## src/rtl/irq_encoder_8_to_3.sv

```systemverilog
// Registered 8-to-3 priority encoder: captures request rising edges into a sticky
// pending register and presents one unmasked index at a time under a valid/ack handshake.
module irq_encoder_8_to_3 #(
  parameter bit LOW_FIRST = 1'b1
) (
  input  logic       clk,
  input  logic       rst,
  input  logic [7:0] req,
  input  logic [7:0] mask,
  input  logic       en,
  input  logic       ack,
  output logic [2:0] y,
  output logic       valid,
  output logic [7:0] pending
);

  typedef enum logic {
    S_IDLE    = 1'b0,
    S_PRESENT = 1'b1
  } state_t;

  state_t     r_state;
  state_t     w_state_nxt;
  logic [7:0] r_req_q;
  logic [7:0] r_pending;
  logic [7:0] w_pending_nxt;
  logic [7:0] w_rise;
  logic [7:0] w_cand;
  logic [7:0] w_clr;
  logic [2:0] r_y;
  logic [2:0] w_y_nxt;
  logic [2:0] w_sel;
  logic       r_valid;
  logic       w_valid_nxt;

  // Later loop assignments win, so the scan direction sets the priority.
  function automatic logic [2:0] f_select(input logic [7:0] c);
    logic [2:0] idx;
    idx = 3'd0;
    if (LOW_FIRST) begin
      for (int i = 7; i >= 0; i--) begin
        if (c[i]) idx = 3'(i);
      end
    end else begin
      for (int i = 0; i < 8; i++) begin
        if (c[i]) idx = 3'(i);
      end
    end
    return idx;
  endfunction

  // Next-state, presentation and retire decode.
  always_comb begin
    w_rise      = req & ~r_req_q;
    w_cand      = r_pending & ~mask;
    w_sel       = f_select(w_cand);
    w_state_nxt = r_state;
    w_y_nxt     = r_y;
    w_valid_nxt = r_valid;
    w_clr       = 8'h00;
    case (r_state)
      S_IDLE: begin
        if (en && (w_cand != 8'h00)) begin
          w_state_nxt = S_PRESENT;
          w_y_nxt     = w_sel;
          w_valid_nxt = 1'b1;
        end else begin
          w_state_nxt = S_IDLE;
          w_valid_nxt = 1'b0;
        end
      end
      S_PRESENT: begin
        if (ack) begin
          w_state_nxt = S_IDLE;
          w_valid_nxt = 1'b0;
          w_clr       = 8'h01 << r_y;
        end else begin
          w_state_nxt = S_PRESENT;
          w_valid_nxt = 1'b1;
        end
      end
      default: begin
        w_state_nxt = S_IDLE;
        w_valid_nxt = 1'b0;
      end
    endcase
    // A new rise on the retiring bit keeps it pending.
    w_pending_nxt = (r_pending & ~w_clr) | w_rise;
  end

  // FSM state register.
  always_ff @(posedge clk or posedge rst) begin
    if (rst) begin
      r_state <= S_IDLE;
    end else begin
      r_state <= w_state_nxt;
    end
  end

  // Request history, pending set and registered outputs.
  always_ff @(posedge clk or posedge rst) begin
    if (rst) begin
      r_req_q   <= 8'h00;
      r_pending <= 8'h00;
      r_y       <= 3'd0;
      r_valid   <= 1'b0;
    end else begin
      r_req_q   <= req;
      r_pending <= w_pending_nxt;
      r_y       <= w_y_nxt;
      r_valid   <= w_valid_nxt;
    end
  end

  assign y       = r_y;
  assign valid   = r_valid;
  assign pending = r_pending;

endmodule

```

## config.mk

```make
export PLATFORM = sky130hd
export DESIGN_NAME = irq_encoder_8_to_3
export DESIGN_NICKNAME = d
export VERILOG_FILES = /design/src/rtl/irq_encoder_8_to_3.sv
export SDC_FILE = /design/constraint.sdc
export NUM_CORES = 1
export LEC_CHECK = 0
export ABC_AREA = 1
export ABC_CLOCK_PERIOD_IN_PS = 1100
export CORE_UTILIZATION = 38
export CTS_CLUSTER_DIAMETER = 150
export CTS_CLUSTER_SIZE = 40
export DETAILED_ROUTE_END_ITERATION = 16
export PLACE_DENSITY = 0.71
export SYNTH_ARGS = -nofsm -noshare
export SYNTH_HDL_FRONTEND = slang
export SYNTH_SLANG_ARGS = --single-unit
```

## constraint.sdc

```tcl
create_clock -name clk -period 1.1 [get_ports clk]
set_input_delay 0.22 -clock clk [delete_from_list [all_inputs] [get_ports clk]]
set_output_delay 0.22 -clock clk [all_outputs]
set_load 0.05 [all_outputs]
```

## Word-level counts from Yosys, hierarchy flattened

Index checks and enable logic that the tools add are counted.

- Flip-flop bits (word level): 20
- Input port bits: 20
- Output and inout port bits: 12
- Logic and storage cells: 29

- Shift-type cells: 1
- Multiplexer cells: 13
- Bitwise logic cells: 8
- Reduce and logical (&&, ||, !) cells: 3

Operators by type and width:

| cell | count |
|---|---|
| $and A8 B8 Y8 | 3 |
| $mux W3 | 8 |
| $not A8 Y8 | 3 |
| $mux W8 | 2 |
| $or A8 B8 Y8 | 1 |
| $reduce_bool A8 Y1 | 1 |
| $shl A1 B3 Y8 const A | 1 |
| $mux W1 | 2 |
| $pmux W1 S2 | 1 |
| $reduce_and A2 Y1 | 1 |
| $logic_and A1 B1 Y1 | 1 |
| $not A1 Y1 | 1 |

## Depth between registers and ports, before layout

Gate-level depths: netlist (run 1).

- Depth after elaboration: 10
- Depth in mapped cells: 10
- Mapped depth without buffers: 10

## Least setup slack after synthesis (run 1)

No wires, ideal clock.

- Path kind: reg2reg
- From: reg r_pending[1], in the netlist pending[1]
- To: reg r_y[0], in the netlist y[0]
- Library setup time: 0.118 ns
- Data arrival time: 1.164 ns
- Required time: 0.982 ns
- Setup slack: -0.182 ns
- Stages on the path, launching flop included: 9
- Path buffers: 0
- Period minus slack after synthesis: 1.282 ns
- Path through: dfrtp_1 -> nand2_2 -> nand2_1 -> nor2_2 -> nand2_2 -> nand2_4 -> nor2_2 -> nand2_1 -> nand2_1

- Longest elaborated chain between the ends: 4
- Elaborated cells on any way between the ends: 6
- Those cells by class: mux (2); bitwise (1); reduce/logical (3)

Ends and longest elaborated chain:

| element | line | RTL |
|---|---|---|
| start: declaration | 25 | `logic [7:0] r_pending;` |
| start signal: assignment | 109 | `r_pending <= w_pending_nxt;` |
| $and A8 B8 Y8 * | 55 | `w_cand = r_pending & ~mask;` |
| $reduce_bool A8 Y1 | 63 | `if (en && (w_cand != 8'h00)) begin` |
| $logic_and A1 B1 Y1 | 63 |  |
| $reduce_and A2 Y1 (no line) | - |  |
| end signal: assignment | 110 | `r_y <= w_y_nxt;` |
| end: declaration | 30 | `logic [2:0] r_y;` |

Every way passes the cells marked *; elsewhere a longest branch is shown, timed or not.
A chain may end at the register's enable or synchronous reset.

## Final worst setup path (run 1)

- From: reg r_pending[1], in the netlist pending[1]
- To: out pending[1]

RTL lines:

| element | line | RTL |
|---|---|---|
| end: declaration | 14 | `output logic [7:0] pending` |

No word-level cell between the ends.

==> results of run 1 <==
## worst register-to-register path: stages, from the launching register on
cell	delay, ps
dfrtp_2	460
nand2_2	80
nand2_1	60
nor2_2	150
nand2_2	80
nand2_4	90
nor2_2	40
nand2_1	60
nand2_1	50
## state kept, by name, indices dropped and copies added, names as in the netlist
name	flops
y	3
valid	1
r_req_q	8
pending	8
## per-stage QoR
stage	setup slack, ps	area (µm²)	power [µW]	hold WS [ps]
after CTS	-117	1510	2450	233
final	-114	1530	2470	222
after floorplan	-63.0	880	1410	183
after global routing	-148	1530	2590	229
after detailed placement	-346	1440	2040	411
after global placement	-276	1440	2010	399
## final timing paths
kind	slack, ps	end	start
max	-110	pending[1]	pending[1]
min	220	r_req_q[4]	rst
max reg2reg	-60	y[0]	pending[7]
min reg2reg	430	pending[3]	r_req_q[3]
max in group asynchronous	730	pending[0]	rst
min in group clk	370	r_req_q[2]	req[2]
## cell usage after synthesis (2+ instances only)
cell     count  area [µm²]
inv_1       24        90.1
nand2_1     24        90.1
dfrtp_1     20         500
o21ai_0     17        85.1
nand2_2      3        18.8
nor2_2       3        18.8
a21oi_1      2        10.0
nand3_1      2        10.0
nor2_1       2        7.51
## final cells by class
class	count	area (µm²)	area share [%]
sequential	20	515	33.8
clock buffer	4	26.3	1.72
multi-input combinational	57	294	19.3
tap	27	33.8	2.21
timing repair buffer	44	567	37.1
inverter	24	90.1	5.90
## per-layer routing
layer	up-vias	part of all wire (%)	wire length, µm
met5	-	0	0
met4	0	2.9	61
met3	8	3.6	75
met2	23	53	1110
met1	392	41	856
li1	406	-	-
## timing repair
item | in CTS | in global routing
gates cloned | 0 | 0
setup buffers | 1 | 1
gates resized for setup | 10 | 6
hold buffers | 0 | 0
endpoints found under the setup margin | 18 | 24
pin swaps | 2 | 3
## kinds of logic after synthesis
kind of cell	Yosys count	share of synthesized area, %
buffers and inverters	24	10.5
DFF	20	58.2
AOI/OAI and AO/OA	21	12.5
and+or+nand+nor	36	18.8
## power groups by stage
stage               clock, µW  combinational (µW)  sequential, µW
floorplan                   0                 207            1210
global placement            0                1060             948
detailed placement          0                1080             955
CTS                       367                1140             946
global route              404                1220             960
finish                    366                1160             946
==> summary.md, run 1 <==
| Metric | Value |
|---|---|
| Worst vdd ir | `1070 µV` |
| Ys flop type | `dfrtp_1` |
| CP peak stage delay | `440 ps` |
| Warnings from Yosys | `0` |
| CTS HTree Levels | `1` |
| CTS clock-pin slew for the worst setup and hold paths | `110 ps` |
| DRC violations left | `0` |
| Critical path endpoint category | `output pin` |
| Psw | `911 µW` |
| Sequential Power Share | `38.3%` |
| CORE AREA | `0.00204 mm²` |
| Routed length per instance | `11.9 µm` |
| Avg Cell Area, Syn | `8.51 µm²` |
| CP required | `880 ps` |
| CP arrival | `990 ps` |
| Placed cells | `170` |
| Synth Cell Area | `860 µm²` |
| Fin. Hold Viols | `0` |
| P_int | `1560 µW` |
| Fin crit share | `110%` |
| Num rows | `16` |
| Global placer's final weighted congestion | `0.851` |
| Stages on worst setup path | `2` |
| Critical path's top delay family | `flip-flops` |
| Max-Cap Viols | `0` |
| Root Driver | `clkbuf_4` |
| Seq cells post-synth | `20` |
| GR Layer Usage met2 | `36.0%` |
| Clock Sinks | `20` |
| Worst path cell trace | `buf_6 > buf_12` |
| Initial Utilization | `42.1%` |
| Non-filler cells in the finished layout | `176` |
| Fillcell total | `161` |
| GRT overflow | `0` |
| RSZ-0062 raised after global routing | `yes` |
| Ant. Diodes | `0` |
| Initial antenna violation count | `0` |
| Pre-antenna DRT Iters | `4` |
| CP Class | `reg -> out` |
| Failing checks | `negative setup slack` |
| Post-route ant nets | `0` |
| Max Fclk | `0.823 GHz` |
| Least-Margin Pin Slew | `193 ps` |
| Number of I/O pins | `32` |
| Mapped Cells | `101` |
| Global Route Usage Sum | `19.7%` |
| Comb power frac | `46.9%` |
| Status | `finished with violations` |
| Clock buffer depth | `2` |
| CP max FO | `2` |
| Net Sw Frac | `36.9%` |
| Most used routing layer | `met2` |
| Post-synth EDFFs | `0` |
| Final setup vio count | `15` |
| Cell variety after synth | `13` |
| Chip width | `49.6 µm` |
| Clock latency on the worst-skew pair | `290 ps` |
| Commonest non-fill, non-tap cell in the layout | `inv_1` |
| Max_slew headroom | `87.0%` |
| Pwr dens | `1620 mW/mm²` |
| Max stage delay cell, worst path | `dfrtp_2` |
| Area growth from synthesis to layout | `77.6%` |
| Largest net degree at the start of global routing | `21` |
| Utilization after layout | `74.8%` |
| Net Count, Synth | `121` |
| Tightest Hold Check Type | `in -> async` |
| Drt first-iter violations | `11` |
| Most frequent cells in the layout | `inv_1, nand2_1, clkdlybuf4s50_1, o21ai_0, buf_12` |
| Drt total wl | `2100 µm` |
| Slew Limit Fails | `0` |
| R2r worst-path depth | `8` |
| Layout net count | `170` |
| Global-route wire length before repair | `3640 µm` |
| Met1 usage | `22.6%` |
| Layout cell share with drive strength beyond 1 | `35.6%` |
| Vias post-DR | `829` |
| CTS tree | `built` |
| DIE AREA | `0.00246 mm²` |
| Leakage | `0.000741 µW` |
| Die height | `49.6 µm` |
| Vias/cell | `4.71` |
| Buffers on Ports | `31` |
| Final setup TNS | `-1040 ps` |
| Grt met3 use | `2.47%` |
| Clk_skew | `0.906 ps` |
| CTS buffer count | `3` |
| Vias in the first global route | `849` |
| Min cycle time layout | `1210 ps` |
| DP Wirelength | `1700 µm` |
| Worst Setup Start Kind | `flop` |
| Async SR Flop Fraction | `100%` |
| Buf+Inv Stages, Crit Path | `2` |
| Clock power share | `14.8%` |
| Post-route setup slack | `-114 ps` |
| Seq/Total Area, Yosys | `58.2%` |
Power figures use the tool's default switching activity.
==> run 2, diff against run 1 <==
- CORE_MARGIN: default -> 5
==> run 2 against run 1 <==
Net effect: non-clock buffer count grew 14; critical endpoint is now y[0]; hold slack lost 20 ps; largest cell class unchanged; sequential power shrank 0.7%; highest routed layer unchanged; the flow still finishes with violations (negative setup slack); sequential share of layout area shrank 4.7 points; via count grew 11%; routed wire length grew 35%; power grew 23%; core utilization grew 6.1 points; setup slack lost 46 ps.
==> summary.md, run 2 (synthesis results as in run 1) <==
| Metric | Value |
|---|---|
| Status | `finished with violations` |
| Failing checks | `negative setup slack` |
| Power, Total | `3050 µW` |
| Critical path endpoint category | `flop` |
| Global Route Usage Sum | `15.4%` |
| Drt first-iter violations | `21` |
| Slew Limit Fails | `0` |
| Chip width | `57.6 µm` |
| Worst Setup SP | `pending[1]` |
| Clock buffer depth | `2` |
| Ant. Diodes | `0` |
| Final setup TNS | `-1740 ps` |
| Fin. Hold Viols | `0` |
| Vias in the first global route | `896` |
| Clock Sinks | `20` |
| Placed cells | `172` |
| Fin crit share | `115%` |
| CTS HTree Levels | `1` |
| CTS clock-pin slew for the worst setup and hold paths | `120 ps` |
| Max Fclk | `0.793 GHz` |
| Worst vdd ir | `1250 µV` |
| Initial antenna violation count | `0` |
| Reg2Reg Setup Slack | `-160 ps` |
| Vias/cell | `4.82` |
| Net Sw Frac | `35.2%` |
| Max-Cap Viols | `0` |
| Global placer's final weighted congestion | `0.782` |
| Psw | `1070 µW` |
| CP required | `1320 ps` |
| Layout cell share with drive strength beyond 1 | `50.9%` |
| Post-DP Area | `0.00145 mm²` |
| Pwr dens | `1720 mW/mm²` |
| Clock latency on the worst-skew pair | `320 ps` |
| CP max FO | `6` |
| Die height | `57.6 µm` |
| CP arrival | `1480 ps` |
| DP Wirelength | `1620 µm` |
| Non-filler cells in the finished layout | `191` |
| Global-route wire length before repair | `3870 µm` |
| Pre-antenna DRT Iters | `5` |
| Max_slew headroom | `86.8%` |
| Clock power share | `20.3%` |
| CP Class | `reg -> reg` |
| Tightest Hold Check Type | `in -> async` |
| Commonest non-fill, non-tap cell in the layout | `inv_1` |
| P_int | `1970 µW` |
| Layout net count | `184` |
| Min cycle time layout | `1260 ps` |
| R2r worst-path depth | `9` |
| Sequential Power Share | `30.8%` |
| Buffers on Ports | `31` |
| Leakage | `0.000851 µW` |
| Drt total wl | `2840 µm` |
| Worst r2r src | `pending[1]` |
| Initial Utilization | `39.2%` |
| Most frequent cells in the layout | `inv_1, clkdlybuf4s50_1, buf_12, buf_4, dfrtp_2` |
| Post-route setup slack | `-161 ps` |
| Worst Setup Start Kind | `flop` |
| Least-Margin Pin Slew | `197 ps` |
| CTS Hold Bufs | `0` |
| GRT overflow | `0` |
| Area growth from synthesis to layout | `106%` |
| Vias post-DR | `921` |
| Final setup vio count | `17` |
| Clk_skew | `4.54 ps` |
| CP endpoint | `y[0]` |
| Routed length per instance | `14.9 µm` |
| Largest net degree at the start of global routing | `21` |
| CORE AREA | `0.00219 mm²` |
| Worst r2r dst | `y[0]` |
| DRC violations left | `0` |
| Comb power frac | `48.9%` |
| Number of I/O pins | `32` |
| RSZ-0062 raised after global routing | `yes` |
| CTS tree | `built` |
| Utilization after layout | `80.9%` |
| Root Driver | `clkbuf_4` |
| DIE AREA | `0.00331 mm²` |
| Num rows | `17` |
| Post-route ant nets | `0` |
| CTS buffer count | `3` |
| Design area | `0.00177 mm²` |
-- run 2: worst min path at each step --
stage | cells past startpoint | endpoint | startpoint | slack (ps)
after floorplan | 1 | r_req_q[0] | rst | 180
after global placement | 1 | pending[3] | r_req_q[3] | 400
after detailed placement | 1 | pending[3] | r_req_q[3] | 410
after CTS | 3 | pending[3] | rst | 210
after global routing | 3 | r_req_q[3] | rst | 210
final | 3 | r_req_q[3] | rst | 200
-- run 2: power groups by stage --
stage,sequential [µW],combinational [µW],clock (µW)
5_1_grt,951,1550,666
6_report,939,1490,619
3_3_place_gp,945,1060,0
3_5_place_dp,951,1070,0
4_1_cts,928,1300,622
2_1_floorplan,1210,207,0
-- run 2: final cells by class --
class                      instances  area [µm²]
inverter                          24        90.1
clock inverter                     1        30.0
timing repair buffer              58         712
fill                             130         419
tap                               28        35.0
clock buffer                       3        22.5
multi-input combinational         57         367
sequential                        20         515
-- run 2: what timing repair did --
item | in CTS | in global routing
resized for setup | 18 | 32
endpoints found under the setup margin | 12 | 23
hold endpoints to repair | 0 | 0
buffers inserted | 12 | 3
pin swaps | 1 | 8
-- run 2: stage by stage --
stage	hold WS, ps	setup WS [ps]
after global placement	398	-291
final	202	-161
after CTS	211	-135
after detailed placement	415	-305
after floorplan	183	-63.0
after global routing	212	-246
-- run 2: critical path: stages, from the launching register on --
cell,delay [ps]
dfrtp_2,430
buf_4,150
nand2_4,60
nand2_2,70
nor2_2,130
nand2_2,90
nand2_4,100
nor2_2,40
nand2_1,60
nand2_1,40
-- run 2: per-layer routing --
layer / track usage (%) / vias to the layer above / routed length, µm
li1: - / 436 / -
met1: 17.3 / 440 / 1050
met2: 27.7 / 40 / 1590
met3: 3.62 / 5 / 166
met4: 5.96 / 0 / 38
met5: 0 / - / 0
==> run 3, diff against run 2 <==
- GPL_ROUTABILITY_DRIVEN: default -> 0
==> results of run 3 <==
No change in the layout: final DEF, timing and power equal those of run 2.
